## src/rtl/sel_route_unit.sv

```systemverilog
// Registered select/route primitives: 1-bit 2:1 mux, 1-to-8 demux, 8-way word mux.
// Each result is a flop output, one cycle after its inputs are sampled.
module sel_route_unit #(
    parameter int WIDTH = 16
) (
    input  logic             clk,
    input  logic             rst_n,
    input  logic             mux_sel,
    input  logic             mux_a,
    input  logic             mux_b,
    output logic             mux_out,
    input  logic             dmux_in,
    input  logic [2:0]       dmux_sel,
    output logic [7:0]       dmux_out,
    input  logic [2:0]       m8_sel,
    input  logic [WIDTH-1:0] m8_in0,
    input  logic [WIDTH-1:0] m8_in1,
    input  logic [WIDTH-1:0] m8_in2,
    input  logic [WIDTH-1:0] m8_in3,
    input  logic [WIDTH-1:0] m8_in4,
    input  logic [WIDTH-1:0] m8_in5,
    input  logic [WIDTH-1:0] m8_in6,
    input  logic [WIDTH-1:0] m8_in7,
    output logic [WIDTH-1:0] m8_out
);

    logic             mux_d, mux_q;
    logic [7:0]       dmux_d, dmux_q;
    logic [WIDTH-1:0] m8_d, m8_q;
    logic [WIDTH-1:0] words [8];

    assign mux_d = (mux_sel & mux_b) | (~mux_sel & mux_a);

    for (genvar i = 0; i < 8; i++) begin : g_dmux
        assign dmux_d[i] = dmux_in & (dmux_sel == 3'(i));
    end

    assign words[0] = m8_in0;
    assign words[1] = m8_in1;
    assign words[2] = m8_in2;
    assign words[3] = m8_in3;
    assign words[4] = m8_in4;
    assign words[5] = m8_in5;
    assign words[6] = m8_in6;
    assign words[7] = m8_in7;

    // AND-OR word select: exactly one decoded term is ever enabled
    always_comb begin
        m8_d = '0;
        for (int i = 0; i < 8; i++) begin
            m8_d = m8_d | ({WIDTH{m8_sel == 3'(i)}} & words[i]);
        end
    end

    always_ff @(posedge clk) begin
        if (!rst_n) begin
            mux_q  <= 1'b0;
            dmux_q <= 8'h00;
            m8_q   <= '0;
        end else begin
            mux_q  <= mux_d;
            dmux_q <= dmux_d;
            m8_q   <= m8_d;
        end
    end

    assign mux_out  = mux_q;
    assign dmux_out = dmux_q;
    assign m8_out   = m8_q;

endmodule

```

## config.mk

```make
export PLATFORM = sky130hd
export DESIGN_NAME = sel_route_unit
export DESIGN_NICKNAME = d
export VERILOG_FILES = /design/src/rtl/sel_route_unit.sv
export SDC_FILE = /design/constraint.sdc
export NUM_CORES = 1
export LEC_CHECK = 0
export ABC_AREA = 1
export BUFFER_PORTS_ARGS = -buffer_cell sky130_fd_sc_hd__buf_2
export CAP_MARGIN = 20
export CORE_MARGIN = 4
export CORE_UTILIZATION = 25
export CTS_CLUSTER_SIZE = 24
export DETAILED_ROUTE_END_ITERATION = 10
export PLACE_DENSITY = 0.63
export SLEW_MARGIN = 10
export SYNTH_ARGS = -nofsm -noshare
export SYNTH_HDL_FRONTEND = slang
export SYNTH_SLANG_ARGS = --single-unit
```

## constraint.sdc

```tcl
create_clock -name clk -period 0.8 [get_ports clk]
set_input_delay 0 -clock clk [delete_from_list [all_inputs] [get_ports clk]]
set_output_delay 0 -clock clk [all_outputs]
set_load 0.05 [all_outputs]
```

---- After elaboration in Yosys (flattened, before gate mapping) ----
Cells that the tools add are included.
storage, ports and cells
  bits of input ports ..................... 140
  register bits after elaboration ......... 25
  output and inout port bits .............. 25
cells by class
  reductions and logical operators ........ 2
  bitwise operators ....................... 27
  eq/ne operators ......................... 14
operators with widths
  operator            count
  $and 16x16->16      8
  $or 16x16->16       7
  $eq 3x3->1 const B  8
  $eq 3x2->1 const B  4
  $and 1x1->1         10
  $eq 3x1->1 const B  2
  $logic_not 3->1     2
  $not 1->1           1
  $or 1x1->1          1

---- Depth between registers and ports, before layout ----
Gate-level depths: netlist of run 1.
  depth in word-level cells ............... 9
  gate-level depth with buffers ........... 6
  gate-level depth less buffers ........... 5

---- Worst setup path after synthesis of run 1 ----
Ideal clock, no wire load.
  kind .................................... input to register
  start point ............................. input port m8_sel[2]
  end point ............................... register m8_q[10] (netlist: m8_out[10])
  path slack .............................. 0.055 ns
  stages on the path ...................... 6
  path buffers ............................ 1
  required time ........................... 0.730 ns
  data arrival time ....................... 0.675 ns
  library setup time ...................... 0.070 ns
  cell sequence ........................... inv_2 -> buf_1 -> nand4_1 -> nand2_1 -> nor2_1 -> a21oi_1
between the ends
  cells in the longest elaborated chain, start to end .. 9
  elaborated cells on any way between the ends .. 23
RTL lines
  element                                               line  source
  from (decl)                                           15    input logic [2:0] m8_sel,
  $eq 3x1->1 / $logic_not 3->1 (equally long branches)  51    m8_d = m8_d | ({WIDTH{m8_sel == 3'(i)}} & words[i]);
  $and 16x16->16                                        51
  $or 16x16->16 (6 in a row)                            51
  $or 16x16->16 (*)                                     51
  to (signal assigned)                                  63    m8_q <= m8_d;
  to (decl)                                             29    logic [WIDTH-1:0] m8_d, m8_q;
Every way passes the cells marked *; elsewhere a longest branch is shown, timed or not.
A chain may end at the register's enable or synchronous reset.

---- Worst setup path in the final report of run 1 ----
  start point ............................. register m8_q[10] (netlist: m8_out[10])
  end point ............................... output port m8_out[10]
RTL lines
  element    line  source
  to (decl)  24    output logic [WIDTH-1:0] m8_out
No word-level cell between the ends.

==> impl_metrics.py, run 1 <==
metrics = {
    "status": {
        "status": "finished clean",
    },
    "finish": {
        "fillers": 798,
        "fin_area_um2": 3430,
        "diodes": 0,
        "area_growth_pct": 71.7,
        "drive_above_1_share_pct": 46.6,
        "nets": 637,
    },
    "floorplan": {
        "die_h_um": 97.4,
        "pin_count": 165,
        "start_util_pct": 25.7,
        "core_um2": 7770,
        "fp.dieW_um": 97.4,
        "die-area_um2": 9490,
        "num_rows": 32,
    },
    "cts": {
        "clk_pin_slew_ns": 0.10,
        "cts_setup_buffers": 0,
        "htreeDepth": 1,
        "cts_tree": "done",
        "cts_sinks": 25,
        "clockBufferDepth": 2,
        "clk_root_buffer_cell": "clkbuf_8",
        "cts_inserted_buffers": 3,
    },
    "logic_synthesis": {
        "seq_area_frac_synth_pct": 25.0,
        "synthCells": 326,
        "syn_avg_cell_area_um2": 6.13,
        "synth.distinct_cells": 15,
        "syn-cell-area_um2": 2000,
        "ys_warn_count": 0,
        "synth-seq-cells": 25,
        "synth_fp_nets": 466,
    },
    "worst_setup_path": {
        "cp.depth": 1,
        "arrival_ns": 0.78,
        "crit_type": "reg -> out",
        "cp-start-kind": "flip-flop",
        "worst-path-max-fanout": 1,
        "required_ns": 0.80,
        "cpLargestDelayFamily": "flip-flops",
        "crit_slowest_cell": "dfxtp_2",
        "crit_path_end_kind": "primary output",
        "slowest_delay_ns": 0.35,
        "crit_chain": "buf_6",
        "crit_buf_inv": 1,
    },
    "routing": {
        "drtIter0Drc": 224,
        "antenna_left": 0,
        "routedWlPerCell_um": 15.7,
        "vias_per_cell": 5.15,
        "totalWireLength_mm": 9.37,
        "drc_errors": 0,
        "via_count": 3082,
        "firstDrtPassIters": 5,
    },
    "sta": {
        "setup_viol": 0,
        "drv_slew": 0,
        "layout_min_cycle_time_ns": 0.783,
        "tightestPinTransition_ns": 0.204,
        "period_share_pct": 97.9,
        "whs_ns": 0.0101,
        "fmax_mhz": 1280,
        "relSlewSlack_pct": 86.4,
        "setup_ws_ns": 0.0172,
        "hold_viol": 0,
        "rsz0062_at_grt": "true",
    },
    "power": {
        "leakage_uw": 0.00181,
        "ir_worst_vdd_v": 0.000469,
        "power.density_nw_per_um2": 1130,
    },
    "min_path": {
        "holdCritPathClass": "in -> reg",
        "whs_path_depth": 3,
    },
    "global_routing": {
        "grt_util_all_layers_pct": 18.6,
        "overflow": 0,
        "antenna_found_initial": 0,
        "grt_pass1_vias": 3034,
        "grt_pass1_wl_mm": 14.5,
        "grt_start_max_net_pins": 51,
    },
    "placement": {
        "placed_area_um2": 3130,
        "post-place-ws_ns": -0.326,
        "portBuffers": 164,
        "dp_hpwl_mm": 7.49,
        "gp_congestion": 0.869,
    },
    "flow_run": {
        "drv_cap": 0,
    },
}
## kinds of logic after synthesis
logic type	count (synthesis)	share of synthesized area (%)
AOI/OAI and AO/OA	18	4.51
buffers and inverters	44	11.2
DFF	25	25.0
and+or+nand+nor	239	59.3
## stage by stage
| stage | setup TNS (ns) | total power [µW] | util [%] | cells |
|---|---|---|---|---|
| floorplan | 0 | 2190 | - | 326 |
| global placement | -3.71 | 2920 | 40.2 | 590 |
| detailed placement | -3.74 | 2930 | 40.2 | 590 |
| CTS | 0 | 3860 | 43.0 | 598 |
| global route | -0.0214 | 4100 | 44.2 | 598 |
| finish | 0 | 3880 | 44.2 | 598 |
## registers in the layout (all words and copies together), names as in the netlist
register  count
dmux_out      8
m8_out       16
mux_out       1
## area by class of cell
class                      instances  area [µm²]  area share (%)
timing repair buffer             203        1420            41.3
multi-input combinational        257        1290            37.5
sequential                        25         526            15.3
tap                              102         128            3.72
clock buffer                       3        41.3            1.20
inverter                           7        26.3           0.765
clock inverter                     1        7.51           0.219
## power breakdown
part	switching [µW]	total (µW)	internal, µW
Clock	450	804	354
Sequential	45.1	1380	1340
Combinational	949	1690	742
## repair_timing
action,4_1_cts,5_1_grt
hold buffers,4,0
setup endpoints to repair,26,31
gates resized for setup,45,38
endpoints found under the hold margin,7,0
## synth_stat cells
| library cell | number | share of area, % |
|---|---|---|
| nand3_1 | 33 | 8.3 |
| nand3b_1 | 1 | 0.38 |
| nor2_1 | 40 | 7.5 |
| nand2_1 | 68 | 13 |
| clkbuf_1 | 5 | 0.94 |
| inv_1 | 6 | 1.1 |
| buf_4 | 8 | 3.0 |
| dfxtp_1 | 25 | 25 |
| nand4_1 | 96 | 30 |
| a21oi_1 | 17 | 4.3 |
| o21ai_0 | 1 | 0.25 |
| buf_1 | 1 | 0.19 |
| inv_2 | 1 | 0.19 |
| buf_2 | 23 | 5.8 |
| nor2_2 | 1 | 0.31 |
## layer usage
layer  track usage, %  share of wire, %  wire (µm)
met1             24.4                43       3980
met2             31.4                48       4500
met3             3.02               8.3        774
met4             4.90               1.2        113
met5                0                 0          0
## layout by cell type (no fill, tap or decap)
master | netlist | layout
a21oi_1 | 17 | 17
buf_12 | 0 | 9
buf_2 | 23 | 138
buf_4 | 8 | 25
buf_6 | 0 | 21
buf_8 | 0 | 5
clkbuf_4 | 0 | 1
clkbuf_8 | 0 | 3
clkinvlp_4 | 0 | 1
dfxtp_1 | 25 | 5
dfxtp_2 | 0 | 20
dlygate4sd3_1 | 0 | 4
inv_1 | 6 | 5
inv_2 | 1 | 2
nand2_1 | 68 | 68
nand3_1 | 33 | 33
nand3b_1 | 1 | 1
nand4_1 | 96 | 96
nor2_1 | 40 | 35
nor2_2 | 1 | 6
o21ai_0 | 1 | 1
## final timing paths
kind | endpoint | slack [ns] | from
setup / recovery | m8_out[10] | 0.02 | m8_out[10]$_SDFF_PN0_
hold / removal | mux_out$_SDFF_PN0_ | 0.01 | mux_a
No activity file was read; power rests on OpenSTA's default activity.
==> run 2, diff against run 1 <==
--- a/config.mk
+++ b/config.mk
@@ -5,14 +5,13 @@
 export SDC_FILE = /design/constraint.sdc
 export NUM_CORES = 1
 export LEC_CHECK = 0
-export ABC_AREA = 1
 export BUFFER_PORTS_ARGS = -buffer_cell sky130_fd_sc_hd__buf_2
 export CAP_MARGIN = 20
 export CORE_MARGIN = 4
 export CORE_UTILIZATION = 25
 export CTS_CLUSTER_SIZE = 24
 export DETAILED_ROUTE_END_ITERATION = 10
-export PLACE_DENSITY = 0.63
+export PLACE_DENSITY = 0.66
 export SLEW_MARGIN = 10
 export SYNTH_ARGS = -nofsm -noshare
 export SYNTH_HDL_FRONTEND = slang
==> impl_metrics.py, run 2 <==
metrics = {
    "routing": {
        "firstDrtPassIters": 4,
        "drtIter0Drc": 123,
        "totalWireLength_mm": 8.00,
        "routedWlPerCell_um": 17.1,
        "vias_per_cell": 5.13,
        "antenna_left": 0,
        "drc_errors": 0,
        "via_count": 2403,
    },
    "power": {
        "switching_share_pct": 35.1,
        "p_int_uw": 2570,
        "p_switching_uw": 1390,
        "p_comb_share_pct": 45.7,
        "p_seq_share_pct": 35.2,
        "power.density_nw_per_um2": 1240,
        "leakage_uw": 0.00147,
        "ir_worst_vdd_v": 0.000468,
        "total_power_uw": 3950,
        "clkPwrFrac_pct": 19.1,
    },
    "floorplan": {
        "start_util_pct": 25.6,
        "core_um2": 6760,
        "die-area_um2": 8310,
        "fp.dieW_um": 91.2,
        "die_h_um": 91.2,
        "num_rows": 30,
        "pin_count": 165,
    },
    "sta": {
        "relSlewSlack_pct": 85.0,
        "hold_viol": 0,
        "period_share_pct": 100,
        "fmax_mhz": 1250,
        "tightestPinTransition_ns": 0.225,
        "setup_ws_ns": -0.0000461,
        "layout_min_cycle_time_ns": 0.800,
        "rsz0062_at_grt": "true",
        "setup_viol": 1,
        "drv_slew": 0,
    },
    "cts": {
        "cts_inserted_buffers": 3,
        "htreeDepth": 1,
        "clk_root_buffer_cell": "clkbuf_8",
        "cts_sinks": 25,
        "cts_tree": "done",
        "clockBufferDepth": 2,
        "clk_pin_slew_ns": 0.09,
    },
    "logic_synthesis": {
        "synth_top_area_share_pct": 28.9,
        "ys_warn_count": 0,
        "syn-cell-area_um2": 1730,
        "synth_top_area_cell": "dfxtp_1",
        "ys_async_sr_fraction_pct": 0,
        "synthCells": 217,
        "synth.most_common_cell": "nand2_1",
        "synthTopCellsByArea": "dfxtp_1, a22oi_1, a221o_1",
        "synth_edf_count": 0,
        "synth_top_flop_cell": "dfxtp_1",
        "synth.distinct_cells": 22,
        "synth_fp_nets": 357,
        "synth-seq-cells": 25,
        "yosys-top-cells-count": "nand2_1, a22oi_1, dfxtp_1",
        "syn_avg_cell_area_um2": 7.97,
        "seq_area_frac_synth_pct": 28.9,
    },
    "worst_setup_path": {
        "arrival_ns": 0.96,
        "cp-start-kind": "input pin",
        "crit_chain": "buf_6 -> nor2b_2 -> buf_12 -> a22oi_2 -> o22ai_1 -> a31o_2",
        "slowest_delay_ns": 0.22,
        "crit_path_end_kind": "flip-flop",
        "crit_slowest_cell": "a31o_2",
        "crit_type": "in -> reg",
        "required_ns": 0.96,
        "worst-path-max-fanout": 16,
    },
    "placement": {
        "dp_hpwl_mm": 6.00,
        "portBuffers": 164,
        "gp_congestion": 0.807,
        "post-place-ws_ns": -0.373,
        "placed_cells": 455,
        "placed_area_um2": 2710,
    },
    "finish": {
        "ff_latch_area_um2": 512,
        "multi_input_area_um2": 1200,
        "final_util_pct": 47.1,
        "largest_reg_flops": 16,
        "layout_commonest_cell": "buf_2",
        "fin_area_um2": 3190,
        "fillers": 688,
        "drive_above_1_share_pct": 59.5,
        "stdcell_count": 468,
        "diodes": 0,
        "nets": 529,
        "area_growth_pct": 84.2,
        "final_cell_mix": "buf_2, nand2_1, buf_6, a22oi_2, nand2b_1",
    },
    "global_routing": {
        "grt_pass1_wl_mm": 12.2,
        "grt_util_all_layers_pct": 18.0,
        "grt_pass1_vias": 2482,
        "grt_start_max_net_pins": 18,
        "overflow": 0,
        "antenna_found_initial": 0,
    },
    "flow_run": {
        "drv_cap": 0,
    },
    "status": {
        "status": "finished with violations",
        "violations": "negative setup slack",
    },
    "min_path": {
        "holdCritPathClass": "in -> reg",
    },
}
run 2: final cells by class:
cell class                      instances  share of cell area (%)
Multi-Input combinational cell        168                    37.5
Timing Repair Buffer                  191                    41.8
Clock buffer                            3                    1.30
Tap cell                               80                    3.14
Clock inverter                          1                   0.157
Sequential cell                        25                    16.1
run 2: worst max-delay path: cells and delay by family:
kind,cells,cell delay (ns)
AOI/OAI and AO/OA,3,0.51
buffers and inverters,2,0.28
and+or+nand+nor,1,0.17
run 2: worst paths after layout:
path              startpoint                   end  slack (ns)  cells past startpoint
setup / recovery   m8_sel[2]  m8_out[4]$_SDFF_PN0_    -0.00005                      6
hold / removal       mux_sel    mux_out$_SDFF_PN0_       0.007                      3
run 2: repair_timing:
| action | in CTS | in global routing |
|---|---|---|
| endpoints found under the hold margin | 4 | 0 |
| buffers inserted | 0 | 3 |
| hold buffers | 4 | 0 |
| endpoints found under the setup margin | 41 | 35 |
| cloned | 2 | 0 |
| pin swaps | 10 | 9 |
| gates resized for setup | 51 | 47 |
run 2: per-stage QoR:
step / setup TNS, ns / hold slack (ns)
finish: -0.0000461 / 0.00678
detailed placement: -5.49 / 0.223
global route: -0.00718 / 0.0526
floorplan: -4.20 / 0.0768
CTS: 0 / 0.00595
global placement: -5.13 / 0.226
run 2: logic make-up (layout without fill, tap and decap cells):
family | count (synthesis) | in the layout | synth area share (%)
buffers and inverters | 25 | 195 | 9.26
and+or+nand+nor | 70 | 71 | 19.5
muxes | 1 | 1 | 0.579
DFF | 25 | 25 | 28.9
AOI/OAI and AO/OA | 96 | 96 | 41.7
run 2: power groups by stage:
| stage | logic [µW] | clock network (µW) | registers, µW |
|---|---|---|---|
| 2_1_floorplan | 544 | 0 | 1740 |
| 3_3_place_gp | 1520 | 0 | 1390 |
| 3_5_place_dp | 1540 | 0 | 1400 |
| 4_1_cts | 1700 | 779 | 1380 |
| 5_1_grt | 1930 | 824 | 1400 |
| 6_report | 1810 | 756 | 1390 |
run 2: routing by layer:
metal / track usage, % / vias up / share of wire (%)
li1: - / 1174 / -
met1: 22.1 / 1111 / 40
met2: 33.6 / 110 / 52
met3: 1.91 / 8 / 7.0
met4: 3.39 / 0 / 1.1
met5: 0 / - / 0
